**config.mk**
```make
export PLATFORM = sky130hd
export DESIGN_NAME = mem_stage_flat
export DESIGN_NICKNAME = d
export VERILOG_FILES = /design/src/rtl/mem_stage_pkg.sv /design/src/rtl/mem_stage_if.sv /design/src/rtl/mem_access_fsm.sv /design/src/rtl/mem_stage.sv /design/src/flat_wrapper.sv
export SDC_FILE = /design/constraint.sdc
export NUM_CORES = 1
export LEC_CHECK = 0
export ABC_AREA = 0
export BUFFER_PORTS_ARGS = -buffer_cell sky130_fd_sc_hd__buf_2
export CAP_MARGIN = 10
export CORE_AREA = 4 4 148 150
export CTS_BUF_LIST = sky130_fd_sc_hd__clkbuf_16
export DETAILED_ROUTE_END_ITERATION = 10
export DIE_AREA = 0 0 152 154
export GPL_TIMING_DRIVEN = 0
export PLACE_DENSITY = 0.68
export SYNTH_ARGS = -nofsm -noshare
export SYNTH_HDL_FRONTEND = slang
export SYNTH_SLANG_ARGS = --single-unit
```
**constraint.sdc**
```tcl
create_clock -name CLK -period 6.4 [get_ports CLK]
set_clock_uncertainty 0.05 [all_clocks]
set_input_delay 0 -clock CLK [delete_from_list [all_inputs] [get_ports CLK]]
set_output_delay 0 -clock CLK [all_outputs]
set_load 0.005 [all_outputs]
```
**src/rtl/mem_stage_pkg.sv**
```systemverilog
// Shared types and constants for the MEM pipeline stage: FSM state encoding,
// opcodes that WB cares about, and the timeout counter sizing.
package mem_stage_pkg;

    typedef enum logic [1:0] {
        IDLE     = 2'd0,
        ACCESS   = 2'd1,
        COMPLETE = 2'd2,
        ERROR    = 2'd3
    } mem_state_e;

    localparam logic [5:0] OP_LW  = 6'b100011;
    localparam logic [5:0] OP_SW  = 6'b101011;
    localparam logic [5:0] OP_JAL = 6'b000011;

    localparam int TIMEOUT_DEFAULT = 16;
    localparam int TMO_CNT_W       = $clog2(TIMEOUT_DEFAULT + 1);

    // Counter width able to hold the value TIMEOUT itself
    function automatic int tmo_cnt_width(input int timeout);
        return $clog2(timeout + 1);
    endfunction

endpackage

```
**src/rtl/mem_stage_if.sv**
```systemverilog
// Request/acknowledge bus between the MEM stage and MainRAM.
interface mem_stage_if;

    logic        mem_req;
    logic        mem_we;
    logic [31:0] mem_addr;
    logic [31:0] mem_wdata;
    logic [31:0] mem_rdata;
    logic        mem_ack;

    modport master (
        output mem_req,
        output mem_we,
        output mem_addr,
        output mem_wdata,
        input  mem_rdata,
        input  mem_ack
    );

    modport slave (
        input  mem_req,
        input  mem_we,
        input  mem_addr,
        input  mem_wdata,
        output mem_rdata,
        output mem_ack
    );

endinterface

```
**src/rtl/mem_access_fsm.sv**
```systemverilog
// Memory access sequencer: owns the IDLE/ACCESS/COMPLETE/ERROR state, the
// ack timeout counter, load data capture and the MainRAM handshake outputs.
// Handshake and stall outputs decode registered state only, so mem_ack never
// reaches an output combinationally.
module mem_access_fsm
    import mem_stage_pkg::*;
#(
    parameter int TIMEOUT = TIMEOUT_DEFAULT
) (
    input  logic               CLK,
    input  logic               RST,
    input  logic               ex_mem_op,
    input  logic               is_load,
    input  logic               is_store,
    input  logic [31:0]        addr,
    input  logic [31:0]        wdata,
    mem_stage_if.master        mem_bus,
    output mem_state_e         state,
    output logic [31:0]        ReadDataM,
    output logic               stallM,
    output logic               mem_error
);

    localparam int CNT_W = tmo_cnt_width(TIMEOUT);

    mem_state_e         state_r;
    mem_state_e         state_nxt_s;
    logic [CNT_W-1:0]   cnt_r;
    logic [CNT_W-1:0]   cnt_nxt_s;
    logic               err_r;
    logic               err_nxt_s;
    logic               rdata_ld_s;
    logic [31:0]        rdata_r;

    // State register, timeout counter, sticky error flag and load data capture
    always_ff @(posedge CLK or posedge RST) begin
        if (RST) begin
            state_r <= IDLE;
            cnt_r   <= {CNT_W{1'b0}};
            err_r   <= 1'b0;
            rdata_r <= 32'd0;
        end else begin
            state_r <= state_nxt_s;
            cnt_r   <= cnt_nxt_s;
            err_r   <= err_nxt_s;
            if (rdata_ld_s) begin
                rdata_r <= mem_bus.mem_rdata;
            end
        end
    end

    // Next-state logic; an instruction is only captured in IDLE or COMPLETE
    always_comb begin
        state_nxt_s = state_r;
        cnt_nxt_s   = cnt_r;
        err_nxt_s   = err_r;
        rdata_ld_s  = 1'b0;
        case (state_r)
            IDLE, COMPLETE: begin
                if (ex_mem_op) begin
                    state_nxt_s = ACCESS;
                    cnt_nxt_s   = {CNT_W{1'b0}};
                end else begin
                    state_nxt_s = IDLE;
                end
            end
            ACCESS: begin
                if (mem_bus.mem_ack) begin
                    state_nxt_s = COMPLETE;
                    rdata_ld_s  = is_load;
                end else if (cnt_r == CNT_W'(TIMEOUT - 1)) begin
                    state_nxt_s = ERROR;
                    cnt_nxt_s   = cnt_r + CNT_W'(1);
                    err_nxt_s   = 1'b1;
                end else begin
                    cnt_nxt_s   = cnt_r + CNT_W'(1);
                end
            end
            ERROR: begin
                state_nxt_s = ERROR;
            end
            default: begin
                state_nxt_s = IDLE;
            end
        endcase
    end

    // Handshake and stall outputs decoded from the registered state
    always_comb begin
        mem_bus.mem_req   = 1'b0;
        mem_bus.mem_we    = 1'b0;
        mem_bus.mem_addr  = 32'd0;
        mem_bus.mem_wdata = 32'd0;
        stallM            = 1'b0;
        case (state_r)
            ACCESS: begin
                mem_bus.mem_req   = 1'b1;
                mem_bus.mem_we    = is_store;
                mem_bus.mem_addr  = addr;
                mem_bus.mem_wdata = wdata;
                stallM            = 1'b1;
            end
            ERROR: begin
                stallM            = 1'b1;
            end
            default: begin
                stallM            = 1'b0;
            end
        endcase
    end

    assign state     = state_r;
    assign ReadDataM = rdata_r;
    assign mem_error = err_r;

endmodule

```
**src/rtl/mem_stage.sv**
```systemverilog
// MEM pipeline stage: EX/MEM register, writeback validity gating and
// branch/jump redirect. Memory sequencing lives in mem_access_fsm.
module mem_stage
    import mem_stage_pkg::*;
#(
    parameter int TIMEOUT = TIMEOUT_DEFAULT
) (
    input  logic        CLK,
    input  logic        RST,
    input  logic        RegWriteE,
    input  logic        MemtoRegE,
    input  logic        MemWriteE,
    input  logic        BranchE,
    input  logic        JumpE,
    input  logic [5:0]  ALUopE,
    input  logic [31:0] ALUOut_in,
    input  logic [31:0] WriteData_in,
    input  logic [31:0] PCPlus4_in,
    input  logic [31:0] PCBranch_in,
    input  logic [4:0]  wb_addr_in,
    mem_stage_if.master mem_bus,
    output logic        stallM,
    output logic        PCSrcM,
    output logic [31:0] PCTargetM,
    output logic        RegWriteM,
    output logic        MemtoRegM,
    output logic [5:0]  ALUopM,
    output logic [31:0] ALUOutM,
    output logic [31:0] ReadDataM,
    output logic [31:0] PCPlus4M,
    output logic [4:0]  wb_addrM,
    output logic        mem_error
);

    logic        RegWrite_r;
    logic        MemtoReg_r;
    logic        MemWrite_r;
    logic        Branch_r;
    logic        Jump_r;
    logic [5:0]  ALUop_r;
    logic [31:0] ALUOut_r;
    logic [31:0] WriteData_r;
    logic [31:0] PCPlus4_r;
    logic [31:0] PCBranch_r;
    logic [4:0]  wb_addr_r;

    mem_state_e  state_s;
    logic        valid_s;
    logic        ex_mem_op_s;

    assign ex_mem_op_s = MemtoRegE | MemWriteE;

    // EX/MEM pipeline register; holds while a memory access stalls the pipe
    always_ff @(posedge CLK or posedge RST) begin
        if (RST) begin
            RegWrite_r  <= 1'b0;
            MemtoReg_r  <= 1'b0;
            MemWrite_r  <= 1'b0;
            Branch_r    <= 1'b0;
            Jump_r      <= 1'b0;
            ALUop_r     <= 6'd0;
            ALUOut_r    <= 32'd0;
            WriteData_r <= 32'd0;
            PCPlus4_r   <= 32'd0;
            PCBranch_r  <= 32'd0;
            wb_addr_r   <= 5'd0;
        end else if (!stallM) begin
            RegWrite_r  <= RegWriteE;
            MemtoReg_r  <= MemtoRegE;
            MemWrite_r  <= MemWriteE;
            Branch_r    <= BranchE;
            Jump_r      <= JumpE;
            ALUop_r     <= ALUopE;
            ALUOut_r    <= ALUOut_in;
            WriteData_r <= WriteData_in;
            PCPlus4_r   <= PCPlus4_in;
            PCBranch_r  <= PCBranch_in;
            wb_addr_r   <= wb_addr_in;
        end
    end

    mem_access_fsm #(
        .TIMEOUT   (TIMEOUT)
    ) u_fsm (
        .CLK       (CLK),
        .RST       (RST),
        .ex_mem_op (ex_mem_op_s),
        .is_load   (MemtoReg_r),
        .is_store  (MemWrite_r),
        .addr      (ALUOut_r),
        .wdata     (WriteData_r),
        .mem_bus   (mem_bus),
        .state     (state_s),
        .ReadDataM (ReadDataM),
        .stallM    (stallM),
        .mem_error (mem_error)
    );

    // Writeback gating and fetch redirect; only IDLE/COMPLETE hold a valid instruction
    always_comb begin
        valid_s   = (state_s == IDLE) || (state_s == COMPLETE);
        RegWriteM = RegWrite_r & valid_s;
        MemtoRegM = MemtoReg_r & valid_s;
        PCSrcM    = valid_s & ((Branch_r & ALUOut_r[0]) | Jump_r);
        if (Jump_r) begin
            PCTargetM = ALUOut_r;
        end else begin
            PCTargetM = PCBranch_r;
        end
    end

    assign ALUopM   = ALUop_r;
    assign ALUOutM  = ALUOut_r;
    assign PCPlus4M = PCPlus4_r;
    assign wb_addrM = wb_addr_r;

endmodule

```
**src/flat_wrapper.sv**
```systemverilog
// flat-port wrapper written by rule: the top's interface ports become plain ports
module mem_stage_flat import mem_stage_pkg::*;
#(
    parameter int TIMEOUT = TIMEOUT_DEFAULT
)
  (CLK, RST, RegWriteE, MemtoRegE, MemWriteE, BranchE, JumpE, ALUopE, ALUOut_in, WriteData_in, PCPlus4_in, PCBranch_in, wb_addr_in, stallM, PCSrcM, PCTargetM, RegWriteM, MemtoRegM, ALUopM, ALUOutM, ReadDataM, PCPlus4M, wb_addrM, mem_error, mem_bus_mem_req, mem_bus_mem_we, mem_bus_mem_addr, mem_bus_mem_wdata, mem_bus_mem_rdata, mem_bus_mem_ack);
  mem_stage_if mem_bus_i ();
  input  logic CLK;
  input  logic RST;
  input  logic RegWriteE;
  input  logic MemtoRegE;
  input  logic MemWriteE;
  input  logic BranchE;
  input  logic JumpE;
  input  logic [5:0] ALUopE;
  input  logic [31:0] ALUOut_in;
  input  logic [31:0] WriteData_in;
  input  logic [31:0] PCPlus4_in;
  input  logic [31:0] PCBranch_in;
  input  logic [4:0] wb_addr_in;
  output logic stallM;
  output logic PCSrcM;
  output logic [31:0] PCTargetM;
  output logic RegWriteM;
  output logic MemtoRegM;
  output logic [5:0] ALUopM;
  output logic [31:0] ALUOutM;
  output logic [31:0] ReadDataM;
  output logic [31:0] PCPlus4M;
  output logic [4:0] wb_addrM;
  output logic mem_error;
  output wire logic [$bits(mem_bus_i.mem_req)-1:0] mem_bus_mem_req;
  output wire logic [$bits(mem_bus_i.mem_we)-1:0] mem_bus_mem_we;
  output wire logic [$bits(mem_bus_i.mem_addr)-1:0] mem_bus_mem_addr;
  output wire logic [$bits(mem_bus_i.mem_wdata)-1:0] mem_bus_mem_wdata;
  input wire logic [$bits(mem_bus_i.mem_rdata)-1:0] mem_bus_mem_rdata;
  input wire logic [$bits(mem_bus_i.mem_ack)-1:0] mem_bus_mem_ack;
  assign mem_bus_mem_req = mem_bus_i.mem_req;
  assign mem_bus_mem_we = mem_bus_i.mem_we;
  assign mem_bus_mem_addr = mem_bus_i.mem_addr;
  assign mem_bus_mem_wdata = mem_bus_i.mem_wdata;
  assign mem_bus_i.mem_rdata = mem_bus_mem_rdata;
  assign mem_bus_i.mem_ack = mem_bus_mem_ack;
  mem_stage #(.TIMEOUT(TIMEOUT)) u_core (.CLK(CLK), .RST(RST), .RegWriteE(RegWriteE), .MemtoRegE(MemtoRegE), .MemWriteE(MemWriteE), .BranchE(BranchE), .JumpE(JumpE), .ALUopE(ALUopE), .ALUOut_in(ALUOut_in), .WriteData_in(WriteData_in), .PCPlus4_in(PCPlus4_in), .PCBranch_in(PCBranch_in), .wb_addr_in(wb_addr_in), .mem_bus(mem_bus_i), .stallM(stallM), .PCSrcM(PCSrcM), .PCTargetM(PCTargetM), .RegWriteM(RegWriteM), .MemtoRegM(MemtoRegM), .ALUopM(ALUopM), .ALUOutM(ALUOutM), .ReadDataM(ReadDataM), .PCPlus4M(PCPlus4M), .wb_addrM(wb_addrM), .mem_error(mem_error));
endmodule
```
==> summary.md, run 1 <==
| Metric | Value |
|---|---|
| Outcome | complete, no violations |
| Synthesis warning total | 0 |
| Post-synth top cells | dfrtp_1 (184), mux2_2 (179), and2_1 (65) |
| Site Rows | 53 |
| Root Driver | clkbuf_16 |
| Crit path required time | between 6 and 7 ns |
| Layout cell share with drive strength beyond 1 | around three fifths |
| Cell with the most instances after synthesis | dfrtp_1 |
| Crit-path max FO | 10 |
| Register area share after synthesis | between 50% and 60% |
| Total power | roughly 5.9 mW |
| Crit Path Class | flop to output pin |
| Synth unique cells | 26 |
| Yosys top cell by area | dfrtp_1 |
| Met3 Usage GRT | 6.16% |
| Static Leak | about 6.2 nW |
| Power Density | approximately 470 mW/mm^2 |
| Share of Yosys cell area claimed by the top area cell type | roughly 60% |
| CTS resizes | 0 |
| Post-route insts no fill | 1394 |
| Finished Cell Area | roughly 0.013 sq mm |
| Synth Area in Adders | 0.319% |
| Arrival @ worst endpoint | 2.31 ns |
| Filler cell count | 1594 |
| Actual slew at the worst max-slew pin | around 0.65 ns |
| Final Max Tran Viols | 0 |
| CP startpoint kind | flop |
| Final ANT Viol Nets | 0 |
| Met1 Use GR | between 20% and 30% |
| DRT iter0 DRCs | ~210 |
| Async S/R FF share, synth | between 90% and 100% |
| Setup TNS | 0 ns |
| GRT overflow | 0 |
| Cell count after placement | between 1000 and 1500 |
| Horiz. Die Dim | 152 microns |
| Later-pin clock latency in the skew report | a little over 0.4 ns |
| GRT busiest layer | met2 |
| Compound-cell area share of the yosys netlist | 0.765% |
| EDFF count, synth | 0 |
| Final Hold Vio Count | 0 |
| CTS tree | built |
| Die H | roughly 150 microns |
| Max Cap Viol | 0 |
| Syn nets | 699 |
| Post-Synth XOR/XNOR Area | 0% |
| Initial DRT Pass Iterations | 4 |
| Final min period | roughly 2.4 ns |
| IO Port Bufs | 388 |
| Post-Syn Area per Cell | roughly 15 sq um |
| DR WL/cell | 17.3 microns |
| RSZ-0062 raised after global routing | no |
| Final HPWL DP | around 16 mm |
| Die footprint | approximately 0.023 sq mm |
| Post-Syn Instances | 518 |
| Post-synthesis mux area share | 31.7% |
| Routed via count | around 6300 |
| Area delta synth->final | 60.3% |
| Largest net degree at the start of global routing | roughly 120 |
| Core area | 0.0207 sq mm |
| Vias in the first global route | around 7100 |
| # nets final | ~1300 |
| Combinational family with the most area after synthesis | multiplexers |
| Tot GR Track Use | 20.7% |
| Maximum VDD drop | around 0.25 mV |
| CTS max path bufs | 2 |
| Initial antenna violation count | 0 |
| Max-slew headroom | 56.7% |
| Setup crit end kind | output pin |
| Clock Sinks | roughly 180 |
| ANT cells | 0 |
| Vias per inst | around 4.5 |
| FF+latch count, synth | ~180 |
| M2 GR Usage | a little over a third |
| Top FF cell, synth | dfrtp_1 |
| Worst-path clk slew | approximately 0.070 ns |
| H-Tree Level Count | 4 |
| Post-Syn Area | 0.00785 sq mm |
| Remaining DRCs | 0 |
| Placed cell area | between 0.01 and 0.015 sq mm |
| WL final | 24.1 mm |
| Tcrit/Tclk final | 36.9% |
| Simple-Gate Fraction of Synth Area | around 6.3% |
| Ports | roughly 400 |
| Hold WC Path Type | input port to async pin |
| Final setup vio count | 0 |
| Num CTS Buffers | 17 |
| Max Clk Rate | about 420 MHz |
| First-pass GRT wire length | 39.1 mm |
| Starting Density | between 30% and 40% |
| Synth top area cells | dfrtp_1 (59%), mux2_2 (26%), mux2_4 (5.7%) |
| Final Wtd Congestion | 0.789 |
through the flow:
stage	util [%]	worst slack [ns]	hold slack [ns]
after detailed placement	49.2	4.42	0.0298
after global placement	49.0	-0.985	0.181
final	60.8	4.04	0.125
after CTS	60.8	3.96	0.121
after global routing	60.8	3.84	0.149
after floorplan	-	1.35	0.0892
sequential cells by signal (all words and copies together), names as in the netlist, 2 cells and up:
register / flops
u_core.ALUOutM: 32
u_core.PCBranch_r: 32
u_core.PCPlus4M: 32
u_core.WriteData_r: 32
u_core.u_fsm.ReadDataM: 32
u_core.ALUopM: 6
u_core.u_fsm.cnt_r: 5
u_core.wb_addrM: 5
u_core.u_fsm.state: 2
cells by family (layout without fill, tap and decap cells):
kind of cell / count (synthesis) / count (layout)
buffers and inverters: 36 / 637
DFF: 184 / 184
muxes: 211 / 211
adders and majority gates: 2 / 2
and+or+nand+nor: 77 / 77
AOI/OAI and AO/OA: 8 / 8
layout make-up:
class	count	area, sq um	share of cell area [%]
Buffer	32	169	1.34
Clock buffer	17	425	3.38
Clock inverter	15	186	1.48
Inverter	4	22.5	0.179
Multi-Input combinational cell	298	3070	24.4
Sequential cell	184	4600	36.6
Tap cell	275	344	2.73
Timing Repair Buffer	569	3770	30.0
critical path, stage by stage, from the launching register on:
cell	delay, ns
dfrtp_1	0.32
buf_2	0.23
and2b_2	0.27
clkbuf_2	0.31
clkbuf_1	0.41
and2_1	0.23
buf_2	0.12
timing repair:
action / 4_1_cts / 5_1_grt
hold buffers: 180 / 0
endpoints found under the hold margin: 244 / 0
setup buffers: 0 / 0
per-layer routing:
metal | vias up | part of all wire (%)
met5 | - | 0
met3 | 46 | 6.3
li1 | 2963 | -
met4 | 0 | 3.2
met1 | 3068 | 39
met2 | 252 | 51
cell usage in the layout, fill, tap and decap left out, drive strengths merged, types with 3 or more instances in the layout:
cell	netlist	layout
nor2b	3	3
clkbuf	9	26
dlygate4sd3	0	180
inv	4	12
mux2	209	209
clkinv	0	5
dfrtp	184	184
a22o	3	3
buf	23	412
and2	65	65
path summary, 6_finish.rpt:
kind | startpoint | end | slack (ns) | cells after the start
min | RST | u_core.ALUopM[3] | 0.13 | 3
min reg2reg | u_core.u_fsm.mem_error | u_core.u_fsm.mem_error | 0.41 | 1
min in group CLK | mem_bus_mem_rdata[22] | u_core.u_fsm.ReadDataM[22] | 0.29 | 3
max reg2reg | u_core.u_fsm.state[0] | u_core.u_fsm.ReadDataM[29] | 4.36 | 5
max | u_core.u_fsm.state[0] | mem_bus_mem_addr[3] | 4.04 | 6
max in group asynchronous | RST | u_core.ALUOutM[30] | 5.19 | 4
power by group:
group | internal, mW | leakage (nW) | switching, mW | total (mW)
registers | 1.75 | 2.16 | 0.352 | 2.10
clock network | 0.564 | 0.299 | 0.509 | 1.07
logic | 1.57 | 3.77 | 1.12 | 2.68
total | 3.88 | 6.23 | 1.98 | 5.86
Power figures use the tool's default switching activity.
==> run 2, diff against run 1 <==
--- a/config.mk
+++ b/config.mk
@@ -5,13 +5,13 @@
 export SDC_FILE = /design/constraint.sdc
 export NUM_CORES = 1
 export LEC_CHECK = 0
-export ABC_AREA = 0
+export ABC_AREA = 1
 export BUFFER_PORTS_ARGS = -buffer_cell sky130_fd_sc_hd__buf_2
 export CAP_MARGIN = 10
-export CORE_AREA = 4 4 148 150
+export CORE_AREA = 4 4 149 151
 export CTS_BUF_LIST = sky130_fd_sc_hd__clkbuf_16
 export DETAILED_ROUTE_END_ITERATION = 10
-export DIE_AREA = 0 0 152 154
+export DIE_AREA = 0 0 153 155
 export GPL_TIMING_DRIVEN = 0
 export PLACE_DENSITY = 0.68
 export SYNTH_ARGS = -nofsm -noshare
==> constraint.sdc (replaced) <==
create_clock -name CLK -period 2.4 [get_ports CLK]
set_clock_uncertainty 0.05 [all_clocks]
set_input_delay 0 -clock CLK [delete_from_list [all_inputs] [get_ports CLK]]
set_output_delay 0 -clock CLK [all_outputs]
set_load 0.005 [all_outputs]
==> run 2 against run 1 <==
Against the previous run:
- non-clock buffer count up 23
- worst hold slack worse by 0.099 ns
- worst setup slack worse by 3.6 ns
- die area up 1.3%
- clock-buffer cell count unchanged
- combinational power rose to 2.5 times the previous value
- area after synthesis up 0.38%
- final area up 0.97%
- synthesized cell count up 81%
- routed wire length up 23%
- final cell count up 30%
- critical path type unchanged
- largest power group unchanged
==> summary.md, run 2 <==
| Metric | Value |
|---|---|
| CP startpoint kind | flop (unchanged) |
| Setup crit end kind | output pin (unchanged) |
| Vias per inst | 4.62 (was 4.54) |
| # nets final | 1708 (was 1287) |
| Later-pin clock latency in the skew report | 0.42 ns (was 0.41 ns) |
| H-Tree Level Count | 4 (unchanged) |
| Final ANT Viol Nets | 0 (unchanged) |
| Top FF cell, synth | dfrtp_1 (unchanged) |
| Root Driver | clkbuf_16 (unchanged) |
| Slowest stage delay, CP | 0.41 ns (about the same) |
| Initial antenna violation count | 1 (was 0) |
| CTS resizes | 0 (unchanged) |
| Power Density | 1200 mW/mm^2 (was 465 mW/mm^2) |
| Post-Syn Area per Cell | 8.41 sq um (was 15.2 sq um) |
| Final HPWL DP | 20.7 mm (was 16.1 mm) |
| CTS max path bufs | 2 (unchanged) |
| Maximum VDD drop | 0.524 mV (was 0.246 mV) |
| Final Wtd Congestion | 0.986 (was 0.789) |
| Commonest non-fill, non-tap cell in the layout | buf_2 (unchanged) |
| IO Port Bufs | 388 (unchanged) |
| Cell count after placement | 1605 (was 1182) |
| FF+latch count, synth | 184 (unchanged) |
| Filler cell count | 1735 (was 1594) |
| DR WL/cell | 16.3 microns (was 17.3 microns) |
| Horiz. Die Dim | 153 microns (was 152 microns) |
| CTS tree | built (unchanged) |
| Async S/R FF share, synth | 100% (unchanged) |
| Final min period | just under 2 ns |
| Crit path required time | 2.35 ns (was 6.35 ns) |
| Final core utilization | 61.0% (was 60.8%) |
| Final Hold Vio Count | 0 (unchanged) |
| Starting Density | 37.9% (was 38.0%) |
| Core area | 0.0208 sq mm (was 0.0207 sq mm) |
| Routed via count | 8393 (was 6329) |
| Synth top area cells | dfrtp_1 (58%), nand2_1 (18%), o21ai_0 (5.7%) (was dfrtp_1 (59%), mux2_2 (26%), mux2_4 (5.7%)) |
| WL final | 29.5 mm (was 24.1 mm) |
| Register area share after synthesis | 58.4% (was 58.6%) |
| Worst-path clk slew | 0.08 ns (was 0.07 ns) |
| Cell with the most instances after synthesis | nand2_1 (was dfrtp_1) |
| Final Max Tran Viols | 0 (unchanged) |
| Post-Syn Instances | 937 (was 518) |
| Num CTS Buffers | 17 (unchanged) |
| Die H | 155 microns (was 154 microns) |
| First-pass GRT wire length | 46.5 mm (was 39.1 mm) |
| Largest net degree at the start of global routing | 42 (was 121) |
| RSZ-0062 raised after global routing | no (unchanged) |
| Slowest cell on the critical path | clkbuf_1 (unchanged) |
| Static Leak | 7.11 nW (was 6.23 nW) |
| Most frequent cells in the layout | buf_2 (419), nand2_1 (386), dfrtp_1 (184) (was buf_2 (408), dfrtp_1 (184), dlygate4sd3_1 (180)) |
| Yosys top cell by area | dfrtp_1 (unchanged) |
| Max Clk Rate | between 500 and 600 MHz |
| Ports | 389 (unchanged) |
| Tcrit/Tclk final | a little over 80% |
| Clock Sinks | 184 (unchanged) |
| Share of Yosys cell area claimed by the top area cell type | 58.4% (was 58.6%) |
| Max-slew headroom | 65.6% (was 56.7%) |
| Site Rows | 53 (unchanged) |
| Layout cell share with drive strength beyond 1 | 32.9% (was 58.7%) |
| Post-route insts no fill | 1816 (was 1394) |
| Synthesis warning total | 0 (unchanged) |
| Area delta synth->final | 61.2% (was 60.3%) |
| Max Cap Viol | 0 (unchanged) |
| Vias in the first global route | 8811 (was 7144) |
| Syn nets | 1118 (was 699) |
| Critical-path cell list | buf_2 > clkbuf_1 > o21ai_0 > buf_2 (was buf_2 > and2b_2 > clkbuf_2 > clkbuf_1 > and2_1 > buf_2) |
| GRT overflow | 0 (unchanged) |
| Final setup vio count | 0 (unchanged) |
| DRT iter0 DRCs | 433 (was 208) |
| Critical path launch point | u_core.Jump_r (was u_core.u_fsm.state[0]) |
| Synth unique cells | 25 (was 26) |
| Remaining DRCs | 0 (unchanged) |
| Hold WC Path Type | input port to async pin (unchanged) |
| Outcome | complete, no violations (unchanged) |
| Actual slew at the worst max-slew pin | 0.516 ns (was 0.650 ns) |
| Reg2reg start | u_core.u_fsm.state[0] (unchanged) |
| Die footprint | 0.0237 sq mm (was 0.0234 sq mm) |
| Crit Path Class | flop to output pin (unchanged) |
| Initial DRT Pass Iterations | 6 (was 4) |
| Arrival @ worst endpoint | 1.88 ns (was 2.31 ns) |
| CP dominant cell by count | buf_2 (unchanged) |
| Tot GR Track Use | 24.5% (was 20.7%) |
| Post-synth top cells | nand2_1 (386), dfrtp_1 (184), inv_1 (101) (was dfrtp_1 (184), mux2_2 (179), and2_1 (65)) |
| EDFF count, synth | 0 (unchanged) |
| Post-Syn Area | 0.00788 sq mm (was 0.00785 sq mm) |
| Worst Path Buf+Inv | 3 (was 4) |
| Crit-path max FO | 10 (unchanged) |
| Delay-heaviest family, CP | buffers and inverters (unchanged) |
[run 2: cell types whose count changed after synthesis, sizes merged, moves of 2 or more]
cell and delta:
a22o -3, nand3 +3, nor2 +70, o21ai +124, clkbuf +2, nor2b -3
and2 -65, inv +98, buf +19, mux2 -208, nand2 +386
[run 2: what timing repair did]
action,in CTS,in global routing
hold endpoints to repair,259,0
setup buffers,0,0
hold buffers,178,0
[run 2: path summary, 6_finish.rpt]
path | endpoint | slack (ns) | cells past startpoint
max | PCTargetM[8] | 0.47 | 4
min | u_core.ALUopM[5] | 0.03 | 3
max reg2reg | u_core.ALUOutM[26] | 0.90 | 5
min reg2reg | u_core.WriteData_r[3] | 0.42 | 2
max in group asynchronous | u_core.u_fsm.mem_error | 1.50 | 5
min in group CLK | u_core.PCPlus4M[21] | 0.25 | 4
[run 2: cells by family (layout without fill, tap and decap cells)]
kind of cell,count (synthesis),after routing,share of synthesized area (%)
compound gates,129,129,9.67
fa+ha+maj,2,2,0.317
buf+inv,155,758,8.68
flops,184,184,58.4
mux,2,2,0.270
other cells,0,1,0
simple gates,465,465,22.7
[run 2: power breakdown]
part | switching (mW) | total [mW] | leakage (nW) | internal (mW)
Sequential | 0.768 | 5.33 | 2.27 | 4.57
Combinational | 4.12 | 6.83 | 4.52 | 2.70
Clock | 1.38 | 3.09 | 0.319 | 1.71
[run 2: final cells by class]
cell class / count / area (sq um) / share of cell area, %
diodes: 1 / 2.50 / 0.0197
inverters: 102 / 387 / 3.04
well taps: 275 / 344 / 2.71
clock inverters: 15 / 228 / 1.79
repair buffers: 571 / 3820 / 30.1
clock buffers: 17 / 425 / 3.35
plain buffers: 53 / 302 / 2.37
flip-flops and latches: 184 / 4600 / 36.2
multi-input cells: 598 / 2590 / 20.4
[run 2: per-layer routing]
layer	GRT usage (%)	share of wire (%)	up-vias	wire length, microns
li1	-	-	4013	-
met1	29.7	40	3888	11900
met2	41.6	48	413	14200
met3	6.45	7.9	79	2330
met4	10.4	3.6	0	1080
met5	0	0	-	0
[run 2: metrics by stage]
step | power (mW) | instance area (sq um) | setup slack [ns] | hold WS (ns) | setup TNS, ns
3_5_place_dp | 11.9 | 10300 | 0.868 | -0.0658 | 0
3_3_place_gp | 11.7 | 10200 | -1.26 | 0.143 | -229.63
6_report | 15.3 | 12700 | 0.467 | 0.0259 | 0
4_1_cts | 15.3 | 12700 | 0.516 | 0.00670 | 0
2_1_floorplan | 8.66 | 7890 | -0.0145 | 0.0596 | -2.67
5_1_grt | 16.4 | 12700 | 0.370 | 0.0255 | 0
[run 2: tightest hold or removal path, stage by stage]
cell and delay [ns]:
dlygate4sd3_1 0.53, buf_2 0.13, clkinvlp_4 0.23
